File: src/rtl/serial_cmd_master.sv
// Serial command initiator: sends cmd + 32-bit operand MSB first on uart_tx, assembles the 4-byte reply.
// First tx_start 2 cycles after accept; req_ready only in IDLE, byte strobes paced by tx_ready.
module serial_cmd_master #(
  parameter int TIMEOUT_CYCLES = 1_000_000,
  parameter int TO_W           = 24
) (
  input  logic        clk,
  input  logic        reset,
  input  logic        req_valid,
  output logic        req_ready,
  input  logic [7:0]  req_cmd,
  input  logic [31:0] req_data,
  output logic        rsp_valid,
  output logic [31:0] rsp_data,
  output logic        rsp_timeout,
  output logic        rsp_mismatch,
  output logic        busy,
  output logic        tx_start,
  output logic [7:0]  tx_data,
  input  logic        tx_ready,
  input  logic        rx_rcv,
  input  logic [7:0]  rx_data
);

  typedef enum logic [1:0] {IDLE, SEND, RECV, DONE} state_t;

  localparam logic [TO_W-1:0] TO_LAST = TO_W'(TIMEOUT_CYCLES - 1);

  state_t            state_q, state_d;
  logic [39:0]       shreg_q, shreg_d;
  logic [2:0]        tx_cnt_q, tx_cnt_d;
  logic [1:0]        rx_cnt_q, rx_cnt_d;
  logic [TO_W-1:0]   timer_q, timer_d;
  logic [31:0]       rsp_sh_q, rsp_sh_d;
  logic [7:0]        cmd_q, cmd_d;
  logic [31:0]       data_q, data_d;
  logic              last_tx_ready_q, last_tx_ready_d;
  logic              req_ready_q, req_ready_d;
  logic              busy_q, busy_d;
  logic              rsp_valid_q, rsp_valid_d;
  logic [31:0]       rsp_data_q, rsp_data_d;
  logic              rsp_timeout_q, rsp_timeout_d;
  logic              rsp_mismatch_q, rsp_mismatch_d;
  logic              tx_start_q, tx_start_d;
  logic [7:0]        tx_data_q, tx_data_d;
  logic              tx_fall;
  logic [31:0]       word;

  // Reply is compared against what the target is expected to echo for each command.
  function automatic logic echo_bad(input logic [7:0] cmd, input logic [31:0] sent,
                                    input logic [31:0] rep);
    logic bad;
    case (cmd)
      8'd1, 8'd2: bad = (rep != sent);
      8'd4, 8'd6: bad = 1'b0;
      default:    bad = (rep != {24'd0, cmd});
    endcase
    echo_bad = bad;
  endfunction

  always_comb begin
    state_d         = state_q;
    shreg_d         = shreg_q;
    tx_cnt_d        = tx_cnt_q;
    rx_cnt_d        = rx_cnt_q;
    timer_d         = timer_q;
    rsp_sh_d        = rsp_sh_q;
    cmd_d           = cmd_q;
    data_d          = data_q;
    last_tx_ready_d = tx_ready;
    rsp_valid_d     = 1'b0;
    rsp_data_d      = rsp_data_q;
    rsp_timeout_d   = 1'b0;
    rsp_mismatch_d  = 1'b0;
    tx_start_d      = tx_start_q;
    tx_data_d       = tx_data_q;
    tx_fall         = !tx_ready && last_tx_ready_q;
    word            = {rsp_sh_q[23:0], rx_data};

    case (state_q)
      IDLE: begin
        if (req_valid) begin
          shreg_d  = {req_cmd, req_data};
          tx_cnt_d = 3'd5;
          cmd_d    = req_cmd;
          data_d   = req_data;
          state_d  = SEND;
        end
      end
      SEND: begin
        tx_data_d = shreg_q[39:32];
        // A strobe is only dropped by the uart's own busy edge, so each byte is sent once.
        if (tx_fall) begin
          tx_start_d = 1'b0;
          shreg_d    = {shreg_q[31:0], 8'd0};
          tx_cnt_d   = tx_cnt_q - 3'd1;
          if (tx_cnt_q == 3'd1) begin
            state_d  = RECV;
            rx_cnt_d = 2'd0;
            timer_d  = '0;
            rsp_sh_d = '0;
          end
        end else if (tx_ready && !tx_start_q) begin
          tx_start_d = 1'b1;
        end
      end
      RECV: begin
        if (rx_rcv) begin
          rsp_sh_d = word;
          rx_cnt_d = rx_cnt_q + 2'd1;
          timer_d  = '0;
          if (rx_cnt_q == 2'd3) begin
            state_d        = DONE;
            rsp_valid_d    = 1'b1;
            rsp_data_d     = word;
            rsp_mismatch_d = echo_bad(cmd_q, data_q, word);
          end
        end else if (timer_q == TO_LAST) begin
          state_d       = DONE;
          rsp_valid_d   = 1'b1;
          rsp_data_d    = '0;
          rsp_timeout_d = 1'b1;
        end else begin
          timer_d = timer_q + 1'b1;
        end
      end
      DONE: state_d = IDLE;
      default: state_d = IDLE;
    endcase

    req_ready_d = (state_d == IDLE);
    busy_d      = !req_ready_d;
  end

  always_ff @(posedge clk or posedge reset) begin
    if (reset) begin
      state_q         <= IDLE;
      shreg_q         <= '0;
      tx_cnt_q        <= '0;
      rx_cnt_q        <= '0;
      timer_q         <= '0;
      rsp_sh_q        <= '0;
      cmd_q           <= '0;
      data_q          <= '0;
      last_tx_ready_q <= 1'b0;
      req_ready_q     <= 1'b1;
      busy_q          <= 1'b0;
      rsp_valid_q     <= 1'b0;
      rsp_data_q      <= '0;
      rsp_timeout_q   <= 1'b0;
      rsp_mismatch_q  <= 1'b0;
      tx_start_q      <= 1'b0;
      tx_data_q       <= '0;
    end else begin
      state_q         <= state_d;
      shreg_q         <= shreg_d;
      tx_cnt_q        <= tx_cnt_d;
      rx_cnt_q        <= rx_cnt_d;
      timer_q         <= timer_d;
      rsp_sh_q        <= rsp_sh_d;
      cmd_q           <= cmd_d;
      data_q          <= data_d;
      last_tx_ready_q <= last_tx_ready_d;
      req_ready_q     <= req_ready_d;
      busy_q          <= busy_d;
      rsp_valid_q     <= rsp_valid_d;
      rsp_data_q      <= rsp_data_d;
      rsp_timeout_q   <= rsp_timeout_d;
      rsp_mismatch_q  <= rsp_mismatch_d;
      tx_start_q      <= tx_start_d;
      tx_data_q       <= tx_data_d;
    end
  end

  assign req_ready    = req_ready_q;
  assign busy         = busy_q;
  assign rsp_valid    = rsp_valid_q;
  assign rsp_data     = rsp_data_q;
  assign rsp_timeout  = rsp_timeout_q;
  assign rsp_mismatch = rsp_mismatch_q;
  assign tx_start     = tx_start_q;
  assign tx_data      = tx_data_q;

endmodule
File: config.mk
export PLATFORM = sky130hd
export DESIGN_NAME = serial_cmd_master
export DESIGN_NICKNAME = d
export VERILOG_FILES = /design/src/rtl/serial_cmd_master.sv
export SDC_FILE = /design/constraint.sdc
export NUM_CORES = 1
export LEC_CHECK = 0
export BUFFER_PORTS_ARGS = -buffer_cell sky130_fd_sc_hd__buf_2
export CAP_MARGIN = 10
export CORE_UTILIZATION = 35
export DETAILED_ROUTE_END_ITERATION = 8
export PLACE_DENSITY_LB_ADDON = 0.08
export SLEW_MARGIN = 20
export SYNTH_ARGS = -nofsm -noshare
export SYNTH_HDL_FRONTEND = slang
export SYNTH_SLANG_ARGS = --single-unit
File: constraint.sdc
create_clock -name clk -period 8.55 [get_ports clk]
set_clock_uncertainty 0.15 [all_clocks]
set_input_delay 0.4275 -clock clk [delete_from_list [all_inputs] [get_ports clk]]
set_output_delay 0.4275 -clock clk [all_outputs]
set_load 0.02 [all_outputs]
==> metrics.yaml <==
grt:
  grt.overflow.total: 0
  antenna_found_initial: 0
  grt_usage: 0.188
  grt_pass1_wl_um: 35300
  grt_pass1_vias: 6127
  grt_max_degree: 114
clock_network:
  clkSlewWorstSetupHoldPaths_ns: 0.07
  postCtsResizedCells: 0
  clock_path_buffers: 2
  clock_latency_ns: 0.42
  clock-root-buffer: "clkbuf_16"
  clkSinkCount: 182
  cts_made_buffers: 17
  ctsHtreeMaxLevel: 4
  cts_tree: "done"
sta:
  finalCriticalPeriod_ns: 2.92
  rsz0062_at_grt: "no"
  max-slew-margin-rel: 0.316
  setup-violations-final: 0
  finalMaxSlewViolations: 0
  fin_setup_tns_ns: 0
  hold_ws_ns: -0.0547
  fin_ws_ns: 5.63
  worst_slew_pin_slew_ns: 1.03
  period_share: 0.341
  hold_viol_final: 25
  fmax_mhz: 343
critical_path:
  cpPeakStageDelay_ns: 0.89
  cp_slowest_cell: "a21oi_2"
  reg2reg_depth: 6
  cp-start-kind: "input port"
  cp.required_ns: 8.75
  end_kind: "flip-flop"
  cp.arrival_ns: 3.12
  crit_fanout: 21
  crit_type: "in -> reg"
  worstPathCellList: "dlygate4sd3_1 > buf_2 > nor4bb_1 > nand2_1 > or2_1 > a21oi_2 > nand2_1 > o21ai_0"
  crit_top_cell: "nand2_1"
floorplan:
  io_pins: 99
  die_h_um: 158
  core-area_um2: 23600
  die-area_um2: 24800
  die-width_um: 158
  row_count: 56
  start_util: 0.359
run_status:
  violations: "negative hold slack"
  status: "finished with violations"
synth:
  synth_flop_cell: "dfrtp_1"
  syn-cell-area_um2: 8470
  synth_edf_count: 0
  synth-seq-area-share: 0.538
  synthArstFlopShare: 1.00
  syn_inst: 854
  ys_ff_latch: 182
  synth_area_per_cell_um2: 9.92
  synth_warnings: 0
  syn_nets: 911
  ys_types: 47
power_and_ir_drop:
  vdd_drop_max_v: 0.000127
  p_int_mw: 1.83
  switching_share: 0.337
  p_seq_frac: 0.458
  p_switching_uw: 929
  p_leak_nw: 4.32
  pwr-share-comb: 0.254
  pwr-share-clk: 0.287
  power.density_nw_per_um2: 280
layout:
  nets: 987
  fillers: 2344
  layout-drive-gt1-share: 0.211
  multiInputGateArea_um2: 3690
  n_antenna_cell: 0
  ff_latch_area_um2: 4560
  area.growth.synth_to_final_pct: 16.2
drt:
  vias: 6236
  drtAntennaViolNets: 0
  vias_per_cell: 4.94
  drc: 0
  postRouteWirelength_um: 21900
  drtPass1Iterations: 4
  drtIter0Drc: 397
  wl_per_cell_um: 17.3
run:
  max_cap_viol_count: 0
placed_design:
  dp_slack_ns: 5.55
  hpwl_um: 15000
  globalplace.congestion: 0.800
  port_buffers: 98
worst_hold_path:
  min_path_type: "in -> async"
==> critical path, delay by kind of cell <==
| family | cells | cell delay (ns) |
|---|---|---|
| buf+inv | 2 | 0.67 |
| compound gates | 2 | 1.05 |
| simple gates | 4 | 0.96 |
==> layout by cell type (no fill, tap or decap), types with 8 or more instances in the layout <==
master     Yosys  routed
a211oi_1      12      12
nor4_1        16      16
o22ai_1       10      10
and3_1         8       8
mux2_2        39      39
nand3_1        8       8
nand4_1       10      10
o21ai_0      101     100
xnor2_1       26      26
or2_2         13      13
a31oi_1       13      13
nor2_1        33      32
nand2_1      189     189
a21oi_1       17      16
clkbuf_16      0      17
inv_1         14      13
a22o_1        10      10
nor4bb_1      13      13
buf_2          4      98
dfrtp_1      181     181
mux2i_1       34      34
==> flip-flops by register name, summed over array words and instances (netlist names) <==
name	cells
busy	1
cmd_q	8
data_q	32
last_tx_ready_q	1
req_ready	1
rsp_data	32
rsp_mismatch	1
rsp_sh_q	24
rsp_timeout	1
rsp_valid	1
rx_cnt_q	2
shreg_q	40
state_q	2
timer_q	24
tx_cnt_q	3
tx_data	8
tx_start	1
==> logic make-up after synthesis <==
| group | count (synthesis) | synth area share |
|---|---|---|
| muxes | 73 | 0.0920 |
| DFF | 182 | 0.538 |
| xor gates and xnor gates | 32 | 0.0340 |
| and+or+nand+nor | 319 | 0.175 |
| buffers and inverters | 63 | 0.0303 |
| AOI/OAI and AO/OA | 181 | 0.125 |
| adders and majority gates | 4 | 0.00591 |
==> power groups by stage <==
stage / clock (mW) / sequential, mW / combinational (mW)
after CTS: 0.811 / 1.27 / 0.709
after global placement: 0 / 1.28 / 0.701
after floorplan: 0 / 1.23 / 0.537
after detailed placement: 0 / 1.28 / 0.704
after global routing: 0.848 / 1.30 / 0.789
final: 0.794 / 1.27 / 0.701
==> Yosys cell counts, types with 12 or more instances <==
library cell / instances / area share
nand2_1: 189 / 0.084
dfrtp_1: 181 / 0.53
o21ai_0: 101 / 0.060
mux2_2: 39 / 0.052
clkbuf_1: 38 / 0.017
mux2i_1: 34 / 0.040
nor2_1: 33 / 0.015
xnor2_1: 26 / 0.027
a21oi_1: 17 / 0.010
nor4_1: 16 / 0.012
inv_1: 14 / 0.0062
a31oi_1: 13 / 0.0096
nor4bb_1: 13 / 0.015
or2_2: 13 / 0.0096
a211oi_1: 12 / 0.011
==> layout make-up <==
type / instances / area share
multi-input cells: 609 / 0.375
clock inverters: 11 / 0.0127
clock buffers: 21 / 0.0468
repair buffers: 106 / 0.0562
inverters: 14 / 0.00610
flip-flops and latches: 182 / 0.463
well taps: 319 / 0.0405
==> per-layer routing <==
| metal | wire [um] | track usage | up-vias |
|---|---|---|---|
| met5 | 0 | 0 | - |
| met4 | 195 | 0.0411 | 0 |
| met3 | 646 | 0.0356 | 14 |
| met2 | 10500 | 0.309 | 82 |
| met1 | 10600 | 0.257 | 3011 |
| li1 | - | - | 3129 |
==> timing repair <==
action                    4_1_cts  5_1_grt
hold endpoints to repair        1        0
hold buffers                    1        0
setup buffers                   0        0
==> through the flow <==
| stage | std cells | power [mW] | utilization | cell area (um^2) |
|---|---|---|---|---|
| 2_1_floorplan | 854 | 1.76 | - | 8470 |
| 3_3_place_gp | 1229 | 1.98 | 0.392 | 9250 |
| 3_5_place_dp | 1229 | 1.99 | 0.392 | 9250 |
| 4_1_cts | 1262 | 2.79 | 0.417 | 9850 |
| 5_1_grt | 1262 | 2.94 | 0.417 | 9850 |
| 6_report | 1262 | 2.76 | 0.417 | 9850 |
==> path summary, 6_finish.rpt <==
kind                               from      endpoint  slack [ns]
setup / recovery               tx_ready   rx_cnt_q[0]        5.63
hold reg to reg            rsp_data[18]  rsp_data[18]        0.32
max in group asynchronous         reset    timer_q[0]        6.72
setup reg to reg               cmd_q[5]  rsp_mismatch        5.71
min in group clk           req_data[28]    data_q[28]        0.10
hold / removal                    reset   shreg_q[12]       -0.05
Power figures use the tool's default switching activity.
